--- src/rtl/wb_write_arbiter.sv ---
// Round-robin arbiter that shares two register-file write ports among six writeback units.
// Define WB_ARB_PERF_CNT_EN to add the stall_cnt_o performance counter.
module wb_write_arbiter #(
  parameter int DATA_WIDTH = 32,
  parameter int TAG_WIDTH  = 6
) (
  input  logic                    clk,
  input  logic                    rst,
  input  logic                    flush_i,
  input  logic [5:0]              req_valid_i,
  input  logic [6*TAG_WIDTH-1:0]  req_tag_i,
  input  logic [6*DATA_WIDTH-1:0] req_data_i,
  output logic [5:0]              req_ready_o,
  output logic                    wr1_en_o,
  output logic [TAG_WIDTH-1:0]    wr1_addr_o,
  output logic [DATA_WIDTH-1:0]   wr1_data_o,
  output logic                    wr2_en_o,
  output logic [TAG_WIDTH-1:0]    wr2_addr_o,
  output logic [DATA_WIDTH-1:0]   wr2_data_o
`ifdef WB_ARB_PERF_CNT_EN
  ,
  output logic [15:0]             stall_cnt_o
`endif
);

  logic [2:0]            r_rr_ptr;
  logic [2:0]            w_idx;
  logic [2:0]            w_g1_idx;
  logic [2:0]            w_g2_idx;
  logic                  w_g1_vld;
  logic                  w_g2_seen;
  logic                  w_gnt1;
  logic                  w_gnt2;
  logic [TAG_WIDTH-1:0]  w_g1_tag;
  logic [TAG_WIDTH-1:0]  w_g2_tag;
  logic [DATA_WIDTH-1:0] w_g1_data;
  logic [DATA_WIDTH-1:0] w_g2_data;

  function automatic logic [2:0] wrap_idx(input logic [2:0] base, input logic [2:0] off);
    logic [3:0] s;
    s = {1'b0, base} + {1'b0, off};
    if (s >= 4'd6) s = s - 4'd6;
    return s[2:0];
  endfunction

  // Scan from the pointer: first valid is g1, second valid is the g2 candidate.
  always_comb begin
    w_idx     = '0;
    w_g1_idx  = '0;
    w_g2_idx  = '0;
    w_g1_vld  = 1'b0;
    w_g2_seen = 1'b0;
    for (int k = 0; k < 6; k++) begin
      w_idx = wrap_idx(r_rr_ptr, 3'(k));
      if (req_valid_i[w_idx]) begin
        if (!w_g1_vld) begin
          w_g1_vld = 1'b1;
          w_g1_idx = w_idx;
        end else if (!w_g2_seen) begin
          w_g2_seen = 1'b1;
          w_g2_idx  = w_idx;
        end
      end
    end
  end

  assign w_g1_tag  = req_tag_i[w_g1_idx*TAG_WIDTH +: TAG_WIDTH];
  assign w_g2_tag  = req_tag_i[w_g2_idx*TAG_WIDTH +: TAG_WIDTH];
  assign w_g1_data = req_data_i[w_g1_idx*DATA_WIDTH +: DATA_WIDTH];
  assign w_g2_data = req_data_i[w_g2_idx*DATA_WIDTH +: DATA_WIDTH];

  // A same-tag second winner is dropped rather than replaced by a third requester.
  assign w_gnt1 = w_g1_vld & ~flush_i & ~rst;
  assign w_gnt2 = w_gnt1 & w_g2_seen & (w_g2_tag != w_g1_tag);

  always_comb begin
    req_ready_o = '0;
    if (w_gnt1) req_ready_o[w_g1_idx] = 1'b1;
    if (w_gnt2) req_ready_o[w_g2_idx] = 1'b1;
  end

  // Output stage: write ports driven one cycle after the grant.
  always_ff @(posedge clk or posedge rst) begin
    if (rst) begin
      r_rr_ptr   <= '0;
      wr1_en_o   <= 1'b0;
      wr1_addr_o <= '0;
      wr1_data_o <= '0;
      wr2_en_o   <= 1'b0;
      wr2_addr_o <= '0;
      wr2_data_o <= '0;
    end else begin
      wr1_en_o <= w_gnt1;
      wr2_en_o <= w_gnt2;
      if (w_gnt1) begin
        wr1_addr_o <= w_g1_tag;
        wr1_data_o <= w_g1_data;
      end
      if (w_gnt2) begin
        wr2_addr_o <= w_g2_tag;
        wr2_data_o <= w_g2_data;
        r_rr_ptr   <= wrap_idx(w_g2_idx, 3'd1);
      end else if (w_gnt1) begin
        r_rr_ptr   <= wrap_idx(w_g1_idx, 3'd1);
      end
    end
  end

`ifdef WB_ARB_PERF_CNT_EN
  logic w_stall;
  assign w_stall = |(req_valid_i & ~req_ready_o);

  always_ff @(posedge clk or posedge rst) begin
    if (rst) begin
      stall_cnt_o <= '0;
    end else if (w_stall && (stall_cnt_o != 16'hFFFF)) begin
      stall_cnt_o <= stall_cnt_o + 16'd1;
    end
  end
`endif

endmodule

--- config.mk ---
export PLATFORM = sky130hd
export DESIGN_NAME = wb_write_arbiter
export DESIGN_NICKNAME = d
export VERILOG_FILES = /design/src/rtl/wb_write_arbiter.sv
export SDC_FILE = /design/constraint.sdc
export NUM_CORES = 1
export LEC_CHECK = 0
export ABC_AREA = 1
export CAP_MARGIN = 10
export CORE_AREA = 5 5 140 176
export DETAILED_ROUTE_END_ITERATION = 7
export DIE_AREA = 0 0 145 181
export GPL_ROUTABILITY_DRIVEN = 0
export HOLD_SLACK_MARGIN = 0.02
export PLACE_DENSITY = 0.76
export SETUP_SLACK_MARGIN = 0.4
export SKIP_LAST_GASP = 1
export SYNTH_ARGS = -nofsm -noshare
export SYNTH_HDL_FRONTEND = slang
export SYNTH_SLANG_ARGS = --single-unit
--- constraint.sdc ---
create_clock -name clk -period 11.2 [get_ports clk]
set_input_delay 2.24 -clock clk [delete_from_list [all_inputs] [get_ports clk]]
set_output_delay 2.24 -clock clk [all_outputs]
set_load 0.005 [all_outputs]
**Yosys cells after proc, flatten, opt, wreduce, memory -nomap -nowiden**

Index checks and enable logic that the tools add are counted.

- Bits in registers: 81
- Latch bits: 0
- RAM bits: 0
- Bits in read-only memories: 0
- Input port bits: 237
- Memories: 0

- $add $sub $neg: 15
- $mul: 2
- Div/mod/pow operators: 0
- Order comparisons: 18
- Eq/ne operators: 1
- Shift-type cells: 4
- Muxes and demuxes: 69
- Bitwise gates (word level): 7
- Reductions and logical operators: 3

Operator list:

| kind | number |
|---|---|
| $shiftx A192 B9 Y32 | 2 |
| $mux W3 | 35 |
| $shiftx A36 B7 Y6 | 2 |
| $lt A3 B4 Y1 const B | 8 |
| $ge A4 B3 Y1 const B | 7 |
| $mux W1 | 24 |
| $sub A3 B3 Y3 const B | 8 |
| $bmux W1 S3 | 6 |
| $add A3 B1 Y4 const B | 3 |
| $mux W6 | 2 |
| $mul A3 B2 Y5 const B | 2 |
| $add A3 B2 Y4 const B | 2 |
| $add A3 B3 Y4 const B | 2 |
| $demux W1 S3 | 2 |
| $ge A3 B1 Y1 const B | 2 |
| $ne A6 B6 Y1 | 1 |
| $or A6 B6 Y6 | 1 |
| $and A1 B1 Y1 | 4 |
| $ge A3 B3 Y1 const B | 1 |
| $logic_and A1 B1 Y1 | 2 |
| $not A1 Y1 | 2 |
| $reduce_bool A2 Y1 | 1 |

**Logic depth before layout (Yosys ltp)**

- Depth after elaboration: 25
- Mapped depth: 35
- Gate-level depth less buffers: 33

**Least setup slack after synthesis**

No wires, ideal clock.

- Kind: input -> output
- From: in rst
- To: out req_ready_o[1]
- Arrival time: 5.339 ns
- Data required time: 8.960 ns
- Path slack: 3.621 ns
- Stages: 6
- Buffers on the path: 1
- Path through: inv_1 -> nand3_1 -> a211oi_1 -> nand2_4 -> buf_4 -> o22ai_1

- Longest elaborated chain between the ends: 5
- Elaborated cells on any way between the ends: 7
- Those cells by class: mux: 2; bitwise: 5

Ends and longest elaborated chain:

| element | RTL line | text |
|---|---|---|
| from (decl) | 8 | `input logic rst,` |
| $not A1 Y1 (*) | 73 | `assign w_gnt1 = w_g1_vld & ~flush_i & ~rst;` |
| $and A1 B1 Y1 (*) | 73 |  |
| $mux W6 or $and A1 B1 Y1 (tied branches) | 78, 74 |  |
| $or A6 B6 Y6 (no source line) or $and A1 B1 Y1 (tied branches) | -- |  |
| $mux W6 (*) | 79 | `if (w_gnt2) req_ready_o[w_g2_idx] = 1'b1;` |
| to (decl) | 13 | `output logic [5:0] req_ready_o,` |

Every way passes the cells marked *; elsewhere a longest branch is shown, timed or not.

**Final worst setup path**

- From: in req_valid_i[0]
- To: out req_ready_o[3]

- Longest elaborated chain between the ends: 23
- Elaborated cells on any way between the ends: 75
- Those cells by class: mul: 2; order compare: 4; eq/ne: 1; shift: 2; mux: 59; bitwise: 5; reduce/logical: 2

Ends and longest elaborated chain:

| element | RTL line | text |
|---|---|---|
| from (decl) | 10 | `input logic [5:0] req_valid_i,` |
| branches (longest 22 deep; another with $bmux W1 S3) | -- |  |
| $mux W6 (*) | 79 |  |

Mark *: on every way between the ends. The select of a mux whose other input is x is not followed.

==> metrics.csv <==
metric;value;unit
FF-to-FF setup slack;5.55;ns
clk slew on worst S/H paths;0.07;ns
core area;22700;um^2
grt ovf;0;
setup TNS;0;ns
Num Clock Sinks;81;
mapped cell area;7840;um^2
Hold Crit Class;flip-flop to flip-flop;
WP data arrival;7.25;ns
placed cells;1743;
Initial Utilization;0.345;
Hold Slack;0.479;ns
maxcap violations;0;
CTS resizes;0;
ys flop type;dfrtp_1;
Netlist cell types;43;
syn avg cell area;6.48;um^2
Final setup viols;0;
worst endpoint required time;8.96;ns
pin count of the biggest net entering global routing;85;
min Tclk post-route;9.49;ns
NumNets Final;1718;
antenna violations before repair;1;
Final Skew;0.00597;ns
critical path's largest stage delay;0.62;ns
std cell rows;62;
Hold Fails Final Rpt;0;
P&R area growth vs syn;45.4;%
Clock Path Buffers;2;
RSZ-0062 raised after global routing;no;
Setup CP Type;input pin to primary output;
Die X;145;um
crit end category;primary output;
remaining antenna violation count;0;
Iter 0 DRT Violations;886;
H-tree lvl count;3;
CTS tree;built;
register area share after synthesis;0.259;
Crit path top cell by count;nand2_1;
final slew viol count;0;
Cells after Synth;1210;
DRC;0;
latest clock arrival within the worst-skew pair;0.34;ns
Die Y-Extent;181;um
Post-Route WL;35.7;mm
crit share post-route;0.847;
CTS Buf Count;9;
DR WL/cell;20.3;um
Worst path slowest cell;nand2_2;
# Post-CTS Setup Buffers;0;
DRT Pass-1 Iters;8;
vias in the first global route;10200;
status;completed;
Top-Level Pins;321;
hpwl dp;25.7;mm
CP top delay family;simple AND/OR/NAND/NOR gates;
post-synth net total;1462;
commonest non-fill, non-tap cells in the layout;nand2_1, clkdlybuf4s50_1, nor2_1, nand3_1, a221oi_1;
CTS Root Cell;clkbuf_16;
CTS Hold Bufs;0;
Rel. slew slack;0.299;
commonest non-fill, non-tap cell in the layout;nand2_1;
total number of vias;10200;
global-route wire length before repair;54.5;mm
YS warnings;0;
Buf/Inv on CP;4;
Yosys reg bits;81;
layout cells sized above 1;0.0857;
EDFF count, synth;0;
IO buf count;320;
gr usage total;0.255;
Post-synth ARST share;1.00;
Achievable Freq;105;MHz
CP Max Fanout;51;
CP Launch Type;input pin;
die area;26200;um^2
vias per cell;5.82;
non-filler cells, final;1759;
# fillers;2277;
worst slew pin tran;1.05;ns
-- routing by layer --
metal | routed length, um | GRT usage
met4 | 1730 | 0.128
met1 | 13000 | 0.285
met3 | 3620 | 0.0669
met5 | 0 | 0
met2 | 17300 | 0.445
-- kinds of logic (layout without fill, tap and decap cells) --
family          Yosys count  count (layout)  share of synthesized area
fa+ha+maj                15              15                     0.0240
buf+inv                 167             427                     0.0928
compound gates          305             305                      0.267
other cells               0               1                          0
xor+xnor                  4               4                    0.00447
flops                    81              81                      0.259
simple gates            638             638                      0.353
-- cells in the mapped netlist (4+ instances only) --
| library cell | instances | share of area |
|---|---|---|
| inv_1 | 62 | 0.030 |
| a221oi_1 | 84 | 0.094 |
| a31o_2 | 20 | 0.022 |
| nand2_4 | 5 | 0.0072 |
| a21oi_1 | 43 | 0.027 |
| buf_1 | 13 | 0.0062 |
| buf_2 | 12 | 0.0077 |
| o22ai_1 | 41 | 0.033 |
| nand2_1 | 360 | 0.17 |
| ha_1 | 15 | 0.024 |
| nor2_1 | 112 | 0.054 |
| or2_2 | 19 | 0.015 |
| or2_1 | 4 | 0.0032 |
| buf_4 | 6 | 0.0057 |
| clkbuf_1 | 47 | 0.023 |
| nand3_1 | 102 | 0.065 |
| o21ai_0 | 71 | 0.045 |
| buf_6 | 8 | 0.011 |
| a32o_1 | 6 | 0.0077 |
| dfrtp_1 | 81 | 0.26 |
| inv_2 | 17 | 0.0081 |
| o21ai_1 | 10 | 0.0064 |
| nand2_2 | 18 | 0.014 |
| nand3_2 | 4 | 0.0051 |
| o211ai_1 | 20 | 0.019 |
-- path summary, 6_finish.rpt --
kind / from / endpoint / depth (start not counted)
min in group asynchronous: rst / r_rr_ptr[0] / 2
hold reg to reg: wr2_data_o[0] / wr2_data_o[0] / 2
setup / recovery: req_valid_i[0] / req_ready_o[3] / 26
hold / removal: wr2_data_o[0] / wr2_data_o[0] / 2
setup reg to reg: r_rr_ptr[1] / wr2_data_o[17] / 28
max in group asynchronous: rst / wr1_data_o[28] / 3
-- worst min-delay path, delay by kind of cell (launching register included) --
| kind | cells | cell delay, ns |
|---|---|---|
| flip-flops | 1 | 0.34 |
| AND/OR/NAND/NOR | 2 | 0.11 |
-- registers in the layout, indices dropped and copies added, names as in the netlist --
signal / cells
wr1_addr_o: 6
r_rr_ptr: 3
wr1_data_o: 32
wr2_addr_o: 6
wr2_en_o: 1
wr1_en_o: 1
wr2_data_o: 32
-- stage by stage --
step | cell area (um^2) | setup slack, ns | utilization
after detailed placement | 11100 | 1.75 | 0.488
final | 11400 | 1.71 | 0.501
after global placement | 11100 | 1.80 | 0.488
after global routing | 11400 | 1.26 | 0.501
after CTS | 11400 | 1.74 | 0.501
after floorplan | 7840 | 3.62 | -
-- area by class of cell --
class	count	area (um^2)	share of cell area
clock inverters	5	63.8	0.00560
flip-flops and latches	81	2030	0.178
inverters	81	308	0.0270
clock buffers	10	239	0.0210
repair buffers	331	3290	0.288
well taps	288	360	0.0316
multi-input cells	962	5100	0.448
diodes	1	2.50	0.000220
Power is not shown: default switching activity piles up to over one toggle a cycle in this logic, so the estimate is an artifact.
==> RTL change (same flow settings) <==
The parameter `TAG_WIDTH` goes from 6 to 8.
--- a/src/rtl/wb_write_arbiter.sv
+++ b/src/rtl/wb_write_arbiter.sv
@@ -2,7 +2,7 @@
 // Define WB_ARB_PERF_CNT_EN to add the stall_cnt_o performance counter.
 module wb_write_arbiter #(
   parameter int DATA_WIDTH = 32,
-  parameter int TAG_WIDTH  = 6
+  parameter int TAG_WIDTH  = 8
 ) (
   input  logic                    clk,
   input  logic                    rst,
Ports: changed (resized req_tag_i, wr1_addr_o and wr2_addr_o); port bits go from 321 to 337. The function was not compared with the original's and may differ.
==> RTL change against the unedited design <==
- core utilization increased by 4.3 points
- hold slack improved by 0.0061 ns
- worst setup slack worse by 0.33 ns
- cell area up 8.6%
- sequential cell count up 4
- area after synthesis up 9.5%
- largest cell class unchanged
- wire length increased by 9.1%
- global-route usage grew 2.4 points
Power is left out: the tool's default activity adds up to more than one toggle a clock period on the data nets, which glitch-free logic cannot reach.
==> RTL change: results (changes against the unedited design) <==
metric,value,unit,change
ys_seq_area_share,24.79,%,-1.1 points
post_cts_buffers,0,,unchanged
period_share,87.69,%,+2.9 points
yosys_warnings,0,,unchanged
grt_max_degree,68,,-20%
dp_slack,1.464,ns,-0.2856 ns
grt_pass1_wl,60.00,mm,+10%
path_clk_slew,0.07,ns,about the same
worst_skew_pair.late_latency,0.35,ns,
io_buffers,336,,+5.0%
worstSetupStartpoint,req_valid_i[3],,
fin_nets,1933,,+13%
min_path_cells,2,,unchanged
track_usage,27.90,%,+2.4 points
grt_antenna_before_repair,3,,+2
clock-root-buffer,clkbuf_16,,
whs_endpoint,wr2_data_o[4]$_DFFE_PP0P_,,
r2r-start,r_rr_ptr[0]$_DFFE_PP0P_,,
r2r_cells,28,,unchanged
dr.pass1.iters,7,,-1
syn_nets,1663,,+14%
synth_compound_area_share,25.81,%,-0.92 points
crit_end,req_ready_o[2],,
cts-resized-gates,0,,unchanged
hold_start,wr2_data_o[4]$_DFFE_PP0P_,,
crit_fanout,61,,+20%
relSlewSlack,15.55,%,-14 points
first_iter_violations,980,,+11%
htreeDepth,3,,unchanged
num-fill-cells,2219,,-2.5%
dp.final_hpwl,28.19,mm,+9.5%
skew,0.007759,ns,+0.001784 ns
critPathArrivalTime,7.58,ns,+0.33 ns
final_layout_size_suffix_gt1_share,5.615,%,-3.0 points
synth_common_cells,"nand2_1 (421), inv_1 (177), nand3_1 (123)",,
wl,38.94,mm,+9.1%
yosys-mux-area-fraction,0,%,unchanged
top_regs,"wr1_data_o: 32 flops, wr2_data_o: 32 flops",,
synth_xor_area_share,0.2042,%,-0.24 points
status,finished clean,,
r2r-end,wr2_data_o[9]$_DFFE_PP0P_,,
synth_area_leaders,"dfrtp_1 (25%), nand2_1 (18%), inv_1 (7.7%)",,
regToRegSetupSlack,4.74,ns,-0.81 ns
vias,11340,,+11%
hp-class,flip-flop to flip-flop,,
synth.distinct_cells,44,,+2.3%
synth_fa_ha_area_share,2.188,%,-0.21 points
[RTL change: worst max-delay path: stages]
cell	delay [ns]
clkdlybuf4s50_1	0.48
nand2_1	0.05
o21ai_1	0.12
inv_2	0.07
nor3_2	0.19
a21oi_2	0.07
nand2_2	0.13
nand3_2	0.15
nand2_2	0.12
nand2_4	0.07
nand3_2	0.10
nand3_1	0.08
o21ai_1	0.10
nand3_2	0.78
nor2_4	0.81
nand3_1	0.18
nand2_1	0.09
nor2_1	0.04
nand2_1	0.06
nand2_1	0.05
nand2_1	0.10
nor2_1	0.07
nand2_2	0.10
nand2_4	0.34
o21ai_0	0.41
clkdlybuf4s50_1	0.56
[RTL change: through the flow]
stage,std cells,area [um2],hold slack [ns]
finish,1964,12370,0.4849
global route,1964,12370,0.5073
CTS,1962,12360,0.4928
detailed placement,1946,12030,0.4742
global placement,1946,12030,0.4654
floorplan,1399,8579,0.4722
[RTL change: layout make-up]
class / count / share of cell area (%)
Timing Repair Buffer: 354 / 28.29
Clock buffer: 9 / 1.821
Antenna cell: 2 / 0.04047
Multi-Input combinational cell: 1024 / 42.95
Tap cell: 288 / 2.914
Clock inverter: 7 / 0.8498
Inverter: 195 / 5.938
Sequential cell: 85 / 17.20
[RTL change: layer usage]
metal | vias up | share of wire (%) | GRT usage, %
met5 | - | 0.018 | 0
met4 | 2 | 5.7 | 14.85
met3 | 157 | 11 | 7.068
met2 | 785 | 46 | 46.14
met1 | 5182 | 37 | 33.21
li1 | 5210 | - | -
[RTL change: cell families after synthesis]
logic type / count (synthesis)
simple gates: 669
compound gates: 338
buf+inv: 290
flops: 85
fa+ha+maj: 15
xor+xnor: 2
